===== config.mk =====
export PLATFORM = sky130hd
export DESIGN_NAME = dm_arbiter_flat
export DESIGN_NICKNAME = d
export VERILOG_FILES = /design/src/rtl/dm_arbiter_if.sv /design/src/rtl/dm_arbiter.sv /design/src/flat_wrapper.sv
export SDC_FILE = /design/constraint.sdc
export NUM_CORES = 1
export LEC_CHECK = 0
export ABC_CLOCK_PERIOD_IN_PS = 3300
export BUFFER_PORTS_ARGS = -buffer_cell sky130_fd_sc_hd__buf_2
export CORE_UTILIZATION = 45
export DETAILED_ROUTE_END_ITERATION = 6
export PLACE_DENSITY = 0.76
export SETUP_SLACK_MARGIN = 0.1
export SYNTH_ARGS = -nofsm -noshare
export SYNTH_HDL_FRONTEND = slang
export SYNTH_SLANG_ARGS = --single-unit

===== constraint.sdc =====
create_clock -name clk_i -period 3.3 [get_ports clk_i]
set_input_delay 0.825 -clock clk_i [delete_from_list [all_inputs] [get_ports clk_i]]
set_output_delay 0.825 -clock clk_i [all_outputs]
set_load 0.01 [all_outputs]

===== src/rtl/dm_arbiter_if.sv =====
// Bundle of both master request/response channels and the data-memory port.
// The arbiter uses the slave view; a requester/memory model uses the master view.
interface dm_arbiter_if #(
    parameter int unsigned MEM_AW = 12
);
    logic              m0_req;
    logic              m0_we;
    logic [1:0]        m0_size;
    logic              m0_sext;
    logic [31:0]       m0_addr;
    logic [31:0]       m0_wdata;
    logic              m0_ack;
    logic              m0_err;
    logic [31:0]       m0_rdata;

    logic              m1_req;
    logic              m1_we;
    logic [1:0]        m1_size;
    logic              m1_sext;
    logic [31:0]       m1_addr;
    logic [31:0]       m1_wdata;
    logic              m1_ack;
    logic              m1_err;
    logic [31:0]       m1_rdata;

    logic              mem_en;
    logic [3:0]        mem_be;
    logic [MEM_AW-1:0] mem_addr;
    logic [31:0]       mem_wdata;
    logic [31:0]       mem_rdata;
    logic              mem_ready;

    modport slave (
        input  m0_req, m0_we, m0_size, m0_sext, m0_addr, m0_wdata,
        input  m1_req, m1_we, m1_size, m1_sext, m1_addr, m1_wdata,
        output m0_ack, m0_err, m0_rdata, m1_ack, m1_err, m1_rdata,
        output mem_en, mem_be, mem_addr, mem_wdata,
        input  mem_rdata, mem_ready
    );

    modport master (
        output m0_req, m0_we, m0_size, m0_sext, m0_addr, m0_wdata,
        output m1_req, m1_we, m1_size, m1_sext, m1_addr, m1_wdata,
        input  m0_ack, m0_err, m0_rdata, m1_ack, m1_err, m1_rdata,
        input  mem_en, mem_be, mem_addr, mem_wdata,
        output mem_rdata, mem_ready
    );
endinterface


===== src/rtl/dm_arbiter.sv =====
// Two-master data-memory arbiter: grants one access at a time, drives lane enables and
// replicated store data, waits on mem_ready and returns right-aligned, extended load data.
module dm_arbiter #(
    parameter int unsigned MEM_AW = 12,
    parameter bit          RR     = 1'b1
) (
    input logic          clk_i,
    input logic          rst_ni,
    dm_arbiter_if.slave  bus
);

    typedef enum logic [1:0] {StIdle, StAccess, StDone} state_e;

    state_e              state_q;
    logic                last_q;
    logic                gnt_q;
    logic                we_q;
    logic                sext_q;
    logic [1:0]          size_q;
    logic [1:0]          lo_q;
    logic                mem_en_q;
    logic [3:0]          mem_be_q;
    logic [MEM_AW-1:0]   mem_addr_q;
    logic [31:0]         mem_wdata_q;
    logic [1:0]          ack_q;
    logic [1:0]          err_q;
    logic [31:0]         rdata0_q;
    logic [31:0]         rdata1_q;

    logic                any_req;
    logic                sel;
    logic                sel_we;
    logic                sel_sext;
    logic [1:0]          sel_size;
    logic [MEM_AW+1:0]   sel_addr;
    logic [31:0]         sel_wdata;
    logic                sel_legal;
    logic [3:0]          sel_be;
    logic [31:0]         sel_wrep;
    logic [31:0]         lane;
    logic [31:0]         load_data;

    always_comb begin
        any_req = bus.m0_req | bus.m1_req;
        // On a tie the pointer names the last winner, so the other master goes next.
        if (bus.m0_req && bus.m1_req) begin
            sel = RR ? ~last_q : 1'b0;
        end else begin
            sel = ~bus.m0_req;
        end
        sel_we    = sel ? bus.m1_we    : bus.m0_we;
        sel_sext  = sel ? bus.m1_sext  : bus.m0_sext;
        sel_size  = sel ? bus.m1_size  : bus.m0_size;
        sel_addr  = sel ? bus.m1_addr[MEM_AW+1:0] : bus.m0_addr[MEM_AW+1:0];
        sel_wdata = sel ? bus.m1_wdata : bus.m0_wdata;
    end

    always_comb begin
        sel_legal = 1'b0;
        sel_be    = 4'b0000;
        sel_wrep  = sel_wdata;
        case (sel_size)
            2'b00: begin
                sel_legal = 1'b1;
                sel_be    = 4'b0001 << sel_addr[1:0];
                sel_wrep  = {4{sel_wdata[7:0]}};
            end
            2'b01: begin
                sel_legal = ~sel_addr[0];
                sel_be    = sel_addr[1] ? 4'b1100 : 4'b0011;
                sel_wrep  = {2{sel_wdata[15:0]}};
            end
            2'b10: begin
                sel_legal = (sel_addr[1:0] == 2'b00);
                sel_be    = 4'b1111;
            end
            default: begin
                sel_legal = 1'b0;
            end
        endcase
        if (!sel_we) begin
            sel_be = 4'b0000;
        end
    end

    always_comb begin
        lane      = bus.mem_rdata >> {lo_q, 3'b000};
        load_data = bus.mem_rdata;
        case (size_q)
            2'b00:   load_data = {{24{sext_q & lane[7]}}, lane[7:0]};
            2'b01:   load_data = {{16{sext_q & lane[15]}}, lane[15:0]};
            default: load_data = bus.mem_rdata;
        endcase
        if (we_q) begin
            load_data = 32'h0;
        end
    end

    always_ff @(posedge clk_i or negedge rst_ni) begin
        if (!rst_ni) begin
            state_q     <= StIdle;
            last_q      <= 1'b1;
            gnt_q       <= 1'b0;
            we_q        <= 1'b0;
            sext_q      <= 1'b0;
            size_q      <= 2'b00;
            lo_q        <= 2'b00;
            mem_en_q    <= 1'b0;
            mem_be_q    <= 4'b0000;
            mem_addr_q  <= '0;
            mem_wdata_q <= 32'h0;
            ack_q       <= 2'b00;
            err_q       <= 2'b00;
            rdata0_q    <= 32'h0;
            rdata1_q    <= 32'h0;
        end else begin
            case (state_q)
                StIdle: begin
                    if (any_req) begin
                        gnt_q  <= sel;
                        last_q <= sel;
                        we_q   <= sel_we;
                        sext_q <= sel_sext;
                        size_q <= sel_size;
                        lo_q   <= sel_addr[1:0];
                        if (sel_legal) begin
                            state_q     <= StAccess;
                            mem_en_q    <= 1'b1;
                            mem_be_q    <= sel_be;
                            mem_addr_q  <= sel_addr[MEM_AW+1:2];
                            mem_wdata_q <= sel_wrep;
                        end else begin
                            state_q    <= StDone;
                            ack_q[sel] <= 1'b1;
                            err_q[sel] <= 1'b1;
                        end
                    end
                end
                StAccess: begin
                    if (bus.mem_ready) begin
                        state_q      <= StDone;
                        mem_en_q     <= 1'b0;
                        mem_be_q     <= 4'b0000;
                        mem_addr_q   <= '0;
                        mem_wdata_q  <= 32'h0;
                        ack_q[gnt_q] <= 1'b1;
                        if (gnt_q) begin
                            rdata1_q <= load_data;
                        end else begin
                            rdata0_q <= load_data;
                        end
                    end
                end
                StDone: begin
                    state_q  <= StIdle;
                    ack_q    <= 2'b00;
                    err_q    <= 2'b00;
                    rdata0_q <= 32'h0;
                    rdata1_q <= 32'h0;
                end
                default: begin
                    state_q <= StIdle;
                end
            endcase
        end
    end

    assign bus.m0_ack    = ack_q[0];
    assign bus.m1_ack    = ack_q[1];
    assign bus.m0_err    = err_q[0];
    assign bus.m1_err    = err_q[1];
    assign bus.m0_rdata  = rdata0_q;
    assign bus.m1_rdata  = rdata1_q;
    assign bus.mem_en    = mem_en_q;
    assign bus.mem_be    = mem_be_q;
    assign bus.mem_addr  = mem_addr_q;
    assign bus.mem_wdata = mem_wdata_q;

endmodule


===== src/flat_wrapper.sv =====
// flat-port wrapper written by rule: the top's interface ports become plain ports
module dm_arbiter_flat 
#(
    parameter int unsigned MEM_AW = 12,
    parameter bit          RR     = 1'b1
)
  (clk_i, rst_ni, bus_m0_req, bus_m0_we, bus_m0_size, bus_m0_sext, bus_m0_addr, bus_m0_wdata, bus_m1_req, bus_m1_we, bus_m1_size, bus_m1_sext, bus_m1_addr, bus_m1_wdata, bus_m0_ack, bus_m0_err, bus_m0_rdata, bus_m1_ack, bus_m1_err, bus_m1_rdata, bus_mem_en, bus_mem_be, bus_mem_addr, bus_mem_wdata, bus_mem_rdata, bus_mem_ready);
  dm_arbiter_if #(.MEM_AW(MEM_AW)) bus_i ();
  input logic clk_i;
  input logic rst_ni;
  input wire logic [$bits(bus_i.m0_req)-1:0] bus_m0_req;
  input wire logic [$bits(bus_i.m0_we)-1:0] bus_m0_we;
  input wire logic [$bits(bus_i.m0_size)-1:0] bus_m0_size;
  input wire logic [$bits(bus_i.m0_sext)-1:0] bus_m0_sext;
  input wire logic [$bits(bus_i.m0_addr)-1:0] bus_m0_addr;
  input wire logic [$bits(bus_i.m0_wdata)-1:0] bus_m0_wdata;
  input wire logic [$bits(bus_i.m1_req)-1:0] bus_m1_req;
  input wire logic [$bits(bus_i.m1_we)-1:0] bus_m1_we;
  input wire logic [$bits(bus_i.m1_size)-1:0] bus_m1_size;
  input wire logic [$bits(bus_i.m1_sext)-1:0] bus_m1_sext;
  input wire logic [$bits(bus_i.m1_addr)-1:0] bus_m1_addr;
  input wire logic [$bits(bus_i.m1_wdata)-1:0] bus_m1_wdata;
  output wire logic [$bits(bus_i.m0_ack)-1:0] bus_m0_ack;
  output wire logic [$bits(bus_i.m0_err)-1:0] bus_m0_err;
  output wire logic [$bits(bus_i.m0_rdata)-1:0] bus_m0_rdata;
  output wire logic [$bits(bus_i.m1_ack)-1:0] bus_m1_ack;
  output wire logic [$bits(bus_i.m1_err)-1:0] bus_m1_err;
  output wire logic [$bits(bus_i.m1_rdata)-1:0] bus_m1_rdata;
  output wire logic [$bits(bus_i.mem_en)-1:0] bus_mem_en;
  output wire logic [$bits(bus_i.mem_be)-1:0] bus_mem_be;
  output wire logic [$bits(bus_i.mem_addr)-1:0] bus_mem_addr;
  output wire logic [$bits(bus_i.mem_wdata)-1:0] bus_mem_wdata;
  input wire logic [$bits(bus_i.mem_rdata)-1:0] bus_mem_rdata;
  input wire logic [$bits(bus_i.mem_ready)-1:0] bus_mem_ready;
  assign bus_i.m0_req = bus_m0_req;
  assign bus_i.m0_we = bus_m0_we;
  assign bus_i.m0_size = bus_m0_size;
  assign bus_i.m0_sext = bus_m0_sext;
  assign bus_i.m0_addr = bus_m0_addr;
  assign bus_i.m0_wdata = bus_m0_wdata;
  assign bus_i.m1_req = bus_m1_req;
  assign bus_i.m1_we = bus_m1_we;
  assign bus_i.m1_size = bus_m1_size;
  assign bus_i.m1_sext = bus_m1_sext;
  assign bus_i.m1_addr = bus_m1_addr;
  assign bus_i.m1_wdata = bus_m1_wdata;
  assign bus_m0_ack = bus_i.m0_ack;
  assign bus_m0_err = bus_i.m0_err;
  assign bus_m0_rdata = bus_i.m0_rdata;
  assign bus_m1_ack = bus_i.m1_ack;
  assign bus_m1_err = bus_i.m1_err;
  assign bus_m1_rdata = bus_i.m1_rdata;
  assign bus_mem_en = bus_i.mem_en;
  assign bus_mem_be = bus_i.mem_be;
  assign bus_mem_addr = bus_i.mem_addr;
  assign bus_mem_wdata = bus_i.mem_wdata;
  assign bus_i.mem_rdata = bus_mem_rdata;
  assign bus_i.mem_ready = bus_mem_ready;
  dm_arbiter #(.MEM_AW(MEM_AW), .RR(RR)) u_core (.clk_i(clk_i), .rst_ni(rst_ni), .bus(bus_i));
endmodule

==> impl_metrics.json <==
{
  "outcome": "finished, final reports clean",
  "clock_sinks": 127,
  "path_class": "in2reg",
  "max_cap_violations": 0,
  "die_y_microns": 126,
  "cts-root-buf": "clkbuf_16",
  "cts_resized": 0,
  "drive_above_1_share_pct": 34.9,
  "syn_inst": 709,
  "ys_seq_area_share_pct": 45.6,
  "regArea_sq_um": 3180,
  "grt_first_pass_wirelength_microns": 33900,
  "fin_crit_sh_pct": 67.2,
  "postSynthAreaPerCell_sq_um": 9.83,
  "hpwl_microns": 16000,
  "drtIter0Drc": 531,
  "rrSetupSlack_ps": 1130,
  "relSlewSlack_pct": 49.4,
  "grt.total_usage_pct": 27.8,
  "peakVddDrop_mv": 0.502,
  "row_count": 45,
  "synth.lib_cells_used.distinct": 53,
  "wl_microns": 21800,
  "port_buffers": 253,
  "r2r_start": "u_core.last_q",
  "grt-ovfl-total": 0,
  "hold_class": "in2async",
  "cts_hold_buf": 0,
  "wl_per_cell_microns": 19.1,
  "finClkSkew_ps": 11.4,
  "grt_use_met3_pct": 6.62,
  "end_kind": "flop",
  "period_minus_slack_ps": 2220,
  "fin_setup_tns_ps": 0,
  "layout_common_cells": "252 x buf_2, 158 x nand2_1, 126 x dfrtp_1, 106 x mux2i_1, 41 x o211ai_1",
  "use_met1_pct": 34.8,
  "hold_viol": 0,
  "cts_max_level": 4,
  "die_w_microns": 126,
  "numPlacedInstances": 1111,
  "crit_slowest_cell": "a221o_1",
  "core_area_sq_um": 15100,
  "vias_per_cell": 5.73,
  "start_kind": "primary input",
  "path_max_fanout": 25,
  "worst_pin_slew_ps": 757,
  "io-pin-count": 290,
  "start_util_pct": 46.0,
  "num_vias": 6546,
  "clock.fmax_ghz": 0.451,
  "synth_edf_count": 0,
  "insertedDiodeCount": 0,
  "nets": 1115,
  "async_flop_share_pct": 100,
  "synthesis.nets": 882,
  "clk_latency_ps": 430,
  "p_leak_nw": 4.67,
  "cp.arrival_ps": 2530,
  "grt_use_met2_pct": 46.5,
  "maxSlewViolCount": 0,
  "required_ps": 3610,
  "grt_max_degree": 55,
  "cpPeakStageDelay_ps": 480,
  "ys_warn_count": 0,
  "instances_no_fill": 1143,
  "tritoncts": "built",
  "ys_seq_elements": 127,
  "place.gp.congestion": 0.863,
  "die_area_sq_um": 16000,
  "reg2regPathDepth": 5,
  "firstDrtPassIters": 6,
  "drc": 0,
  "final_common_cell": "buf_2",
  "rsz0062_at_grt": "no",
  "first_global_vias": 6308,
  "synth.cell_area_sq_um": 6970,
  "clk_pin_slew_worst_paths_ps": 60,
  "grt-busiest-layer": "met2",
  "synth_ff_type": "dfrtp_1",
  "r2r_end": "u_core.bus.mem_wdata[4]",
  "crit_end": "u_core.bus.mem_be[2]",
  "cts_buffer_depth": 2,
  "p_per_area_nw_per_um2": 860,
  "ant_nets": 0,
  "multi_input_area_sq_um": 3490,
  "fillers": 1327,
  "postCtsSetupBuffers": 0,
  "antenna_found_initial": 1,
  "crit_start": "bus_m1_size[0]",
  "cts-buffers-inserted": 17,
  "setup_viol_count_final": 0,
  "crit_chain": "buf_2, inv_1, a221o_1, and3_2, buf_12, a41o_1",
  "synthToLayoutAreaGrowth_pct": 28.6
}
[sequential cells by signal (all words and copies together), names as in the netlist, 2 cells and up]
register and count:
u_core.bus.mem_be 4, u_core.bus.mem_addr 12, u_core.err_q 2, u_core.bus.mem_wdata 32
u_core.ack_q 2, u_core.bus.m0_rdata 32, u_core.bus.m1_rdata 32, u_core.lo_q 2
u_core.state_q 2, u_core.size_q 2
[per-stage QoR]
| step | setup WS [ps] | util (%) | total power, mW | instance area, sq um | hold slack (ps) |
|---|---|---|---|---|---|
| 2_1_floorplan | 1040 | - | 4.62 | 6970 | 478 |
| 3_3_place_gp | 698 | 55.2 | 5.73 | 8360 | 461 |
| 3_5_place_dp | 696 | 55.2 | 5.81 | 8360 | 469 |
| 4_1_cts | 1140 | 59.2 | 7.74 | 8960 | 419 |
| 5_1_grt | 985 | 59.2 | 8.18 | 8960 | 441 |
| 6_report | 1080 | 59.2 | 7.71 | 8960 | 401 |
[Yosys cell counts (2+ instances only)]
cell type,instances,area [sq um]
nand3b_1,2,15.0
a31oi_1,12,75.1
clkbuf_1,31,116
or3_1,2,12.5
o221ai_1,7,61.3
o21bai_1,3,22.5
o21a_1,4,30.0
o211ai_1,41,308
o31ai_1,3,22.5
a221o_1,15,150
nand2_1,158,593
a222oi_1,8,80.1
nand2b_1,5,31.3
buf_6,7,78.8
a2bb2oi_1,7,61.3
a41o_1,3,30.0
inv_1,7,26.3
a21oi_1,25,125
buf_2,14,70.1
and3_1,9,56.3
nor3_2,2,20.0
mux2_2,17,191
dfrtp_1,126,3150
mux2i_1,106,1060
nor2_1,20,75.1
nor2b_1,2,12.5
buf_1,4,15.0
o21ai_0,37,185
and2_1,7,43.8
buf_4,2,15.0
[final cells by class]
| cell class | count | area share (%) |
|---|---|---|
| clock buffers | 21 | 5.14 |
| multi-input cells | 517 | 38.9 |
| flip-flops and latches | 127 | 35.5 |
| repair buffers | 272 | 16.0 |
| inverters | 7 | 0.293 |
| well taps | 188 | 2.62 |
| clock inverters | 11 | 1.55 |
[worst min-delay path by stage]
stage                               to  slack (ps)  depth (start not counted)                    start
6_report       u_core.bus.m1_rdata[18]         400                          1                   rst_ni
5_1_grt        u_core.bus.m1_rdata[18]         440                          1                   rst_ni
4_1_cts        u_core.bus.m0_rdata[18]         420                          1                   rst_ni
3_5_place_dp    u_core.bus.m0_rdata[0]         470                          2   u_core.bus.m0_rdata[0]
3_3_place_gp   u_core.bus.m1_rdata[15]         460                          2  u_core.bus.m1_rdata[15]
2_1_floorplan        u_core.state_q[1]         480                          1        u_core.state_q[1]
[power by group]
| group | switching [mW] | total (mW) | internal (mW) |
|---|---|---|---|
| clock network | 0.705 | 1.93 | 1.22 |
| registers | 0.423 | 2.55 | 2.13 |
| logic | 1.92 | 3.23 | 1.31 |
[critical path: cells and delay by family]
| family | cells | cell delay, ps |
|---|---|---|
| buf+inv | 3 | 650 |
| compound gates | 2 | 680 |
| simple gates | 1 | 360 |
[per-layer routing]
layer  part of all wire [%]  up-vias
met5                  0.064        -
met4                    2.4        2
met3                    7.7       44
met2                     49      339
met1                     41     3117
li1                       -     3044
[logic make-up (layout without fill, tap and decap cells)]
group                  Yosys count  after routing  share of synthesized area [%]
flip-flops                     127            127                           45.6
AO/OA/AOI/OAI                  175            175                           17.8
AND/OR/NAND/NOR                218            218                           13.7
multiplexers                   124            124                           18.3
buffers and inverters           65            311                           4.61
Power figures use the tool's default switching activity.
